**src/rtl/prince_sbox_cms_compress.sv**
```systemverilog
`default_nettype none
// ============================================================================
// Module   : prince_sbox_cms_compress
// Brief    : Two-stage elastic share-compression stage for the masked PRINCE
//            S-box. Eight expanded shares per output bit are registered
//            (glitch barrier), then XOR-compressed into three shares that
//            are registered again. A valid/ready handshake lets the round
//            controller stall the pipeline without loss or duplication.
// Build    : define REFRESH_EN to capture rnd alongside the shares and XOR
//            the fresh randomness r1/r2 into the compressed shares.
// Revision : 1.0 - initial release
// ============================================================================
module prince_sbox_cms_compress #(
    parameter int N_SBOX = 1
) (
    input  logic                  clk,
    input  logic                  rst,
    input  logic                  in_valid,
    output logic                  in_ready,
    input  logic [32*N_SBOX-1:0]  in_shares,
    input  logic [8*N_SBOX-1:0]   rnd,
    output logic                  out_valid,
    input  logic                  out_ready,
    output logic [4*N_SBOX-1:0]   out_sh0,
    output logic [4*N_SBOX-1:0]   out_sh1,
    output logic [4*N_SBOX-1:0]   out_sh2
);

    // Width of one share word (one bit per S-box output bit).
    localparam int c_W = 4 * N_SBOX;

    // ------------------------------------------------------------------
    // Stage 1 state: raw expanded shares (and randomness) plus valid flag
    // ------------------------------------------------------------------
    logic               r_s1_v;
    logic [8*c_W-1:0]   r_s1_sh;

    // ------------------------------------------------------------------
    // Stage 2 state: compressed shares plus valid flag
    // ------------------------------------------------------------------
    logic               r_out_valid;
    logic [c_W-1:0]     r_out_sh0;
    logic [c_W-1:0]     r_out_sh1;
    logic [c_W-1:0]     r_out_sh2;

    // Handshake and datapath wires
    logic               w_s2_adv;
    logic               w_s1_load;
    logic               w_in_ready;
    logic [c_W-1:0]     w_sh [8];
    logic [c_W-1:0]     w_c0;
    logic [c_W-1:0]     w_c1;
    logic [c_W-1:0]     w_c2;

    // ------------------------------------------------------------------
    // Handshake. S2 advances when it holds nothing or is being drained;
    // S1 accepts when empty or when its content moves on this cycle.
    // in_ready therefore sees out_ready through a single gate level.
    // ------------------------------------------------------------------
    assign w_s2_adv   = r_s1_v && (!r_out_valid || out_ready);
    assign w_in_ready = !r_s1_v || w_s2_adv;
    assign w_s1_load  = in_valid && w_in_ready;

    // Stage 1 valid flag: set on accept, cleared when its data moves to S2
    always_ff @(posedge clk) begin
        if (rst) begin
            r_s1_v <= 1'b0;
        end else if (w_s1_load) begin
            r_s1_v <= 1'b1;
        end else if (w_s2_adv) begin
            r_s1_v <= 1'b0;
        end
    end

    // Stage 1 share register: whole word loads only on accept, else holds
    always_ff @(posedge clk) begin
        if (rst) begin
            r_s1_sh <= '0;
        end else if (w_s1_load) begin
            r_s1_sh <= in_shares;
        end
    end

    // Split the registered share bus into the eight share words.
    for (genvar k = 0; k < 8; k++) begin : g_split
        assign w_sh[k] = r_s1_sh[k*c_W +: c_W];
    end

`ifdef REFRESH_EN
    logic [2*c_W-1:0]   r_s1_rnd;
    logic [c_W-1:0]     w_r1;
    logic [c_W-1:0]     w_r2;

    // Stage 1 randomness register: captured together with the shares
    always_ff @(posedge clk) begin
        if (rst) begin
            r_s1_rnd <= '0;
        end else if (w_s1_load) begin
            r_s1_rnd <= rnd;
        end
    end

    assign w_r1 = r_s1_rnd[c_W-1:0];
    assign w_r2 = r_s1_rnd[2*c_W-1:c_W];

    // Refreshed compression: r1 and r2 each appear twice, so they cancel
    // in the recombined value while re-randomising every output share.
    always_comb begin
        w_c0 = w_sh[0] ^ w_sh[1] ^ w_sh[2] ^ w_r1;
        w_c1 = w_sh[3] ^ w_sh[4] ^ w_sh[5] ^ w_r2;
        w_c2 = w_sh[6] ^ w_sh[7] ^ w_r1 ^ w_r2;
    end
`else
    // Randomness is not consumed in this build.
    logic w_unused_rnd;
    assign w_unused_rnd = ^rnd;

    // Plain compression: fixed grouping of the eight shares into three
    always_comb begin
        w_c0 = w_sh[0] ^ w_sh[1] ^ w_sh[2];
        w_c1 = w_sh[3] ^ w_sh[4] ^ w_sh[5];
        w_c2 = w_sh[6] ^ w_sh[7];
    end
`endif

    // Stage 2 valid flag: set on advance, cleared after a drain with no refill
    always_ff @(posedge clk) begin
        if (rst) begin
            r_out_valid <= 1'b0;
        end else if (w_s2_adv) begin
            r_out_valid <= 1'b1;
        end else if (out_ready) begin
            r_out_valid <= 1'b0;
        end
    end

    // Stage 2 share registers: all three load together or all hold
    always_ff @(posedge clk) begin
        if (rst) begin
            r_out_sh0 <= '0;
            r_out_sh1 <= '0;
            r_out_sh2 <= '0;
        end else if (w_s2_adv) begin
            r_out_sh0 <= w_c0;
            r_out_sh1 <= w_c1;
            r_out_sh2 <= w_c2;
        end
    end

    assign in_ready  = w_in_ready;
    assign out_valid = r_out_valid;
    assign out_sh0   = r_out_sh0;
    assign out_sh1   = r_out_sh1;
    assign out_sh2   = r_out_sh2;

endmodule
`default_nettype wire

```
**config.mk**
```make
export PLATFORM = sky130hd
export DESIGN_NAME = prince_sbox_cms_compress
export DESIGN_NICKNAME = d
export VERILOG_FILES = /design/src/rtl/prince_sbox_cms_compress.sv
export SDC_FILE = /design/constraint.sdc
export NUM_CORES = 1
export LEC_CHECK = 0
export BUFFER_PORTS_ARGS = -buffer_cell sky130_fd_sc_hd__clkbuf_2
export CAP_MARGIN = 20
export CORE_ASPECT_RATIO = 0.7
export CORE_UTILIZATION = 35
export CTS_BUF_LIST = sky130_fd_sc_hd__clkbuf_4 sky130_fd_sc_hd__clkbuf_8 sky130_fd_sc_hd__clkbuf_16
export CTS_CLUSTER_DIAMETER = 50
export DETAILED_ROUTE_END_ITERATION = 6
export HOLD_SLACK_MARGIN = 0.03
export PLACE_DENSITY = 0.66
export SKIP_CTS_REPAIR_TIMING = 1
export SLEW_MARGIN = 20
export SYNTH_ARGS = -nofsm -noshare
export SYNTH_HDL_FRONTEND = slang
export SYNTH_SLANG_ARGS = --single-unit
```
**constraint.sdc**
```tcl
create_clock -name clk -period 1.95 [get_ports clk]
set_clock_uncertainty 0.15 [all_clocks]
set_input_delay 0.585 -clock clk [delete_from_list [all_inputs] [get_ports clk]]
set_output_delay 0.585 -clock clk [all_outputs]
set_load 0.01 [all_outputs]
```
Yosys cells after proc, flatten, opt, wreduce, memory -nomap -nowiden
Index checks and enable logic that the tools add are counted.
{"block": "word_totals", "output_inout_bits": 14, "word_cells": 23, "in_bits": 44, "latch_bits": 0, "ff_bits": 46, "ram_bits": 0, "romBits": 0, "memories": 0}
{"block": "classes", "add_sub_neg": 0, "n_reduce_logical": 8, "shift": 0, "bitwise_logic": 5, "n_div": 0, "mul": 0, "eq_ne": 0, "n_mux": 4, "magnitude_cmp": 0}
{"operator": "$xor A4 B4 Y4", "n": 5}
{"operator": "$mux W1", "n": 4}
{"operator": "$reduce_bool A2 Y1", "n": 2}
{"operator": "$logic_and A1 B1 Y1", "n": 2}
{"operator": "$logic_not A1 Y1", "n": 2}
{"operator": "$logic_or A1 B1 Y1", "n": 2}

Depth between registers and ports, before layout
Gate-level depths: netlist (run 1).
{"block": "logic_depth", "word_depth": 6, "mapped_depth": 6, "ltp_nobuf": 4}

Worst setup path before layout (run 1)
Ideal clock, no wire load.
{"block": "synth_timing", "path_kind": "in2out", "startpoint": "input out_ready", "endpoint": "output in_ready", "stages": 4, "path_slack_ns": 0.127, "required_time_ns": 1.215, "path_buffers": 2, "t_arrival_ns": 1.088, "cell_sequence": "and3b_1 buf_6 inv_8 buf_8"}
{"block": "synth_between", "elab_chain_cells": 3}
{"item": "start: declaration", "line_no": "23", "source": "input logic out_ready,"}
{"item": "$logic_or A1 B1 Y1", "line_no": "60", "source": "assign w_s2_adv = r_s1_v && (!r_out_valid || out_ready);"}
{"item": "$logic_and A1 B1 Y1", "line_no": "60"}
{"item": "$logic_or A1 B1 Y1", "line_no": "61", "source": "assign w_in_ready = !r_s1_v || w_s2_adv;"}
{"item": "end: declaration", "line_no": "19", "source": "output logic in_ready,"}
No other way between the ends.

Final worst setup path (run 1)
Ends and elaborated chain as after synthesis.

==> metrics, run 1 <==
run status finished, final reports clean; max_slew headroom 69.1%; clk root buf clkbuf_8; share of cells above drive strength 1 approximately a quarter; All-Layer GR Usage between 10% and 20%; final instance area around 2300 um^2; IO Pins 58; initial antenna violation count 0; Synth top cells by count 46 x dfxtp_1, 38 x a21oi_1, 34 x o21ai_0; Synth Warn # 0; Post-route DRC 0; CTS H-Tree Depth 2; critical path, cell by cell clkbuf_2 -> and3b_2 -> inv_8 -> clkbuf_2; number of synthesized flops with an enable pin 0; detailed placement HPWL 2.96 mm; grt total ovfl 0; actual slew at the worst max-slew pin between 0.4 and 0.5 ns; total number of vias between 1.5k and 2k; Worst-path clk slew about 0.080 ns; pin count of the biggest net entering global routing 39; Setup TNS 0 ns; Die Height around 64 um; Initial DRC Count 66; Setup crit end kind output port; Hold Path Stages 2; vias per cell 5.06; die span in x roughly 91 um; clock buffer count from CTS 5; CP max FO 3; Mapped Cells ~220; CP startpoint out_ready; CP arrival between 1 and 1.5 ns; Largest delay share family, worst path simple AND/OR/NAND/NOR gates; routed wire length on met3 between 200 and 250 um; most used cell, CP clkbuf_2; critical path's slowest cell and3b_2; CP Class in2out; CP Depth 4; highest routed layer met4; synth unique cells 21; Fmax approximately 530 MHz; Seq/Total Area, Yosys a little under half; WHS Endpoint r_s1_sh[19]$_SDFFE_PP0P_; dpl cell area between 2000 and 2500 um^2; CP startpoint kind primary input; area delta synth->final 16.6%; Core Rows 22; Clock Sinks 46; final worst path period need around 1.9 ns; Max VDD drop around 0.26 mV; WL final 4.25 mm; Lkg Pwr 0.000923 uW; antenna diode count 0; Final Cycle Share between 90 and 100%; pins over their slew limit 0; input/output buffers 49; Post-Syn Nets roughly 260; PD cells between 800 and 900 nW/um^2; final net count a little over 300; CTS tree built; Slowest Stage Delay on Critical Path roughly 0.3 ns; M1 WL 2.21 mm; pre-CTS setup slack about 0.022 ns; Antenna Violating Nets Remaining 0; Seq cells post-synth 46; MaxCap Viol Count 0; slack of the critical path about 0.066 ns; met2 routed WL 1.72 mm; global-route wire length before repair slightly below 7 mm; final setup fails 0; Clock Path Buffers 2; vias in the first global route approximately 1.4k; reg2reg path depth 5; Clock Latency Late Sink roughly 0.30 ns; starting density of the core about 37%; final core occ a little over two fifths; first drt pass iteration count 4; FFs w/ async S/R, synth 0%; setup slack, reg-to-reg around 0.46 ns; CP Buf/Inv Count 3; leading area contributor after synthesis dfxtp_1; worst hold start r_s1_sh[19]$_SDFFE_PP0P_; most frequent cell after synthesis dfxtp_1; critical path required time approximately 1.2 ns; Avg Inst Size Synth between 8 and 9 um^2; worst min path class reg2reg; Fin Hold WS between 0.3 and 0.4 ns; full die area 5870 um^2; Core ar. between 5000 and 6000 um^2; RR Endpoint r_s1_sh[20]$_SDFFE_PP0P_; cell area after synthesis roughly 2000 um^2; reg-to-reg startpoint out_valid$_SDFFE_PP0P_; Synth area leaders dfxtp_1 47%, a21oi_1 9.8%, o21ai_0 8.7%; RSZ-0062 raised after global routing no; top_reg_cell synth dfxtp_1; top cell type's share of synthesized area between 40 and 50%; final hold vios 0; WL/cell ~13 um; GPL Wtd Cong ~0.75
placed cells by master, fill, tap and decap left out, drive strengths merged:
| cell type | n |
|---|---|
| and3b | 1 |
| xor2 | 8 |
| xnor2 | 12 |
| clkinv | 3 |
| o21ai | 40 |
| dfxtp | 46 |
| a21oi | 38 |
| clkbuf | 56 |
| inv | 2 |
| nand3 | 33 |
| nand2b | 1 |
| a311oi | 4 |
| buf | 6 |
| o211ai | 8 |
| and2b | 1 |
per-layer routing:
metal	up-vias	GRT usage [%]
li1	852	-
met1	778	21.8
met2	38	20.7
met3	8	4.88
met4	0	7.14
met5	-	0
registers in the layout (all words and copies together), names as in the netlist:
signal     cells
out_sh0        4
out_sh1        4
out_sh2        4
out_valid      1
r_s1_sh       32
r_s1_v         1
cells by family after synthesis:
group	Yosys count	synth area share [%]
flip-flops	46	47.3
XOR/XNOR	20	9.00
AND/OR/NAND/NOR	36	9.65
buffers and inverters	25	9.07
AO/OA/AOI/OAI	90	25.0
where the power goes:
group	internal (uW)	switching, uW	leakage (uW)
Clock	300	310	0.0000517
Sequential	995	32.0	0.000378
Combinational	108	129	0.000492
worst register-to-register path, cell delays in order, from the launching register on:
cell and delay, ns:
dfxtp_1 0.34, and3b_2 0.27, inv_8 0.07, buf_4 0.30
nand3_1 0.16, a21oi_1 0.14
final cells by class:
type / count / area [um^2]
fill: 566 / 3020
sequential: 46 / 921
multi-input combinational: 146 / 850
timing repair buffer: 55 / 290
clock buffer: 7 / 90.1
tap: 72 / 90.1
inverter: 4 / 22.5
clock inverter: 1 / 5.00
worst max path at each step:
stage,to,slack (ns)
final,in_ready,0.07
after global routing,in_ready,0.04
after CTS,in_ready,0.01
after detailed placement,in_ready,0.02
after global placement,in_ready,0.02
after floorplan,in_ready,0.13
per-stage QoR:
| stage | instances | power, uW |
|---|---|---|
| 6_report | 331 | 1870 |
| 5_1_grt | 331 | 1960 |
| 4_1_cts | 331 | 1900 |
| 3_5_place_dp | 323 | 1290 |
| 3_3_place_gp | 323 | 1280 |
| 2_1_floorplan | 217 | 1200 |
(Power assumes the default switching activity.)
==> run 2, diff against run 1 <==
Settings changed: CAP_MARGIN 20 to default, RECOVER_POWER from default to 100.
==> run 2 against run 1 <==
Clock power grew 1%. Clock-buffer cell count did not move. Combinational power is 2% lower. Power is essentially flat. Cell count did not move. Sequential share of layout area increased by 0.43 points.
==> metrics, run 2 (synthesis gave the netlist of run 1 again) <==
run status finished, final reports clean; Clock Latency Late Sink 0.30 ns (about the same); Antenna Violating Nets Remaining 0 (unchanged); clock buffer count from CTS 5 (unchanged); final worst path period need 1.89 ns (+0.0106 ns); Clock Path Buffers 2 (unchanged); slack of the critical path 0.0558 ns (-0.0106 ns); vias per cell 5.05 (-0.18%); max_slew headroom 58.7% (-10 points); share of cells above drive strength 1 19.7% (-5.8 points); starting density of the core 36.8% (unchanged); Lkg Pwr 0.000871 uW (-5.6%); CP Class in2out; Max VDD drop 0.263 mV (+0.41%); Hold Path Stages 2 (unchanged); die span in x 91.1 um (unchanged); Clock Sinks 46 (unchanged); internal power 1400 uW (-0.40%); full die area 5870 um^2 (unchanged); MaxCap Viol Count 0 (unchanged); Final Cycle Share 97.1% (+0.54 points); Switching Power 477 uW (+1.3%); Post-route DRC 0 (unchanged); actual slew at the worst max-slew pin 0.619 ns (+0.157 ns); Core Rows 22 (unchanged); Fmax 528 MHz (-0.56%); Setup TNS 0 ns (unchanged); setup slack, reg-to-reg 0.22 ns (-0.24 ns); final hold vios 0 (unchanged); most frequent cells in the layout 46 x dfxtp_1, 38 x a21oi_1, 36 x clkbuf_2; RSZ-0062 raised after global routing no; Comb power frac 12.4% (-0.3 points); pre-CTS setup slack 0.0225 ns (unchanged); pin count of the biggest net entering global routing 39 (unchanged); CP max FO 3 (unchanged); Setup crit end kind output port; worst min path class reg2reg; clock share of power 32.8% (+0.3 points); Fin Hold WS 0.341 ns (+0.00306 ns); clk root buf clkbuf_8; largest reg by FF count r_s1_sh; antenna diode count 0 (unchanged); Initial DRC Count 69 (+4.5%); grt total ovfl 0 (unchanged); pins over their slew limit 0 (unchanged); reg2reg path depth 5 (unchanged); switch share 25.4% (+0.32 points); final net count 302 (unchanged); WL final 4.28 mm (+0.80%); Die Height 64.4 um (unchanged); first drt pass iteration count 4 (unchanged); global-route wire length before repair 6.79 mm (unchanged); initial antenna violation count 0 (unchanged); Core ar. 5290 um^2 (unchanged); total number of vias 1673 (-0.18%); detailed placement HPWL 2.96 mm (unchanged); WL/cell 12.9 um (+0.80%); input/output buffers 49 (unchanged); final setup fails 0 (unchanged); CTS H-Tree Depth 2 (unchanged); Worst-path clk slew 0.08 ns (about the same); max reg flops 32 (unchanged); CP arrival 1.16 ns (about the same); Reg power frac 54.8% (about the same); commonest non-fill, non-tap cell in the layout dfxtp_1; All-Layer GR Usage 15.3% (unchanged); critical path required time 1.21 ns (about the same); GPL Wtd Cong 0.753 (unchanged); CTS tree built; IO Pins 58 (unchanged); vias in the first global route 1423 (unchanged); CP startpoint kind primary input; area delta synth->final 15.4%; PD cells 835 nW/um^2 (+1.1%)
## run 2: changes by cell type in the layout (fill, tap and decap cells not counted)
cell | previous run | this run
buf_4 | 6 | 4
clkbuf_1 | 0 | 15
clkbuf_2 | 49 | 36
## run 2: critical path: stages
cell and delay [ns]:
clkbuf_1 0.12, and3b_2 0.27, inv_8 0.06, clkbuf_2 0.12
## run 2: layer usage
layer | wire length [um] | part of all wire (%) | vias to the layer above | GRT usage [%]
met5 | 0 | 0 | - | 0
met4 | 71 | 1.7 | 0 | 7.14
met3 | 251 | 5.9 | 8 | 4.88
met2 | 1700 | 40 | 38 | 20.7
met1 | 2260 | 53 | 770 | 21.8
li1 | - | - | 857 | -
## run 2: stage by stage
step                utilization, %  total power (uW)  area, um^2  instances
floorplan                        -              1200        1950        217
global placement              41.1              1280        2170        323
detailed placement            41.1              1290        2170        323
CTS                           42.9              1900        2270        331
global route                  42.5              1960        2240        331
finish                        42.5              1870        2240        331
## run 2: area by class of cell
| cell class | count | area, um^2 |
|---|---|---|
| Fill cell | 572 | 3040 |
| Inverter | 4 | 22.5 |
| Clock inverter | 1 | 5.00 |
| Timing Repair Buffer | 55 | 267 |
| Tap cell | 72 | 90.1 |
| Clock buffer | 7 | 90.1 |
| Sequential cell | 46 | 921 |
| Multi-Input combinational cell | 146 | 850 |
## run 2: power by group through the flow
stage	logic [uW]	clock network, uW	registers [uW]
global route	259	663	1030
detailed placement	239	0	1050
floorplan	149	0	1050
CTS	239	631	1030
finish	232	616	1030
global placement	234	0	1050
## run 2: worst paths after layout
path,to,from
hold / removal,r_s1_sh[19]$_SDFFE_PP0P_,r_s1_sh[19]$_SDFFE_PP0P_
setup reg to reg,r_s1_sh[11]$_SDFFE_PP0P_,out_valid$_SDFFE_PP0P_
setup / recovery,in_ready,out_ready
hold reg to reg,r_s1_sh[19]$_SDFFE_PP0P_,r_s1_sh[19]$_SDFFE_PP0P_
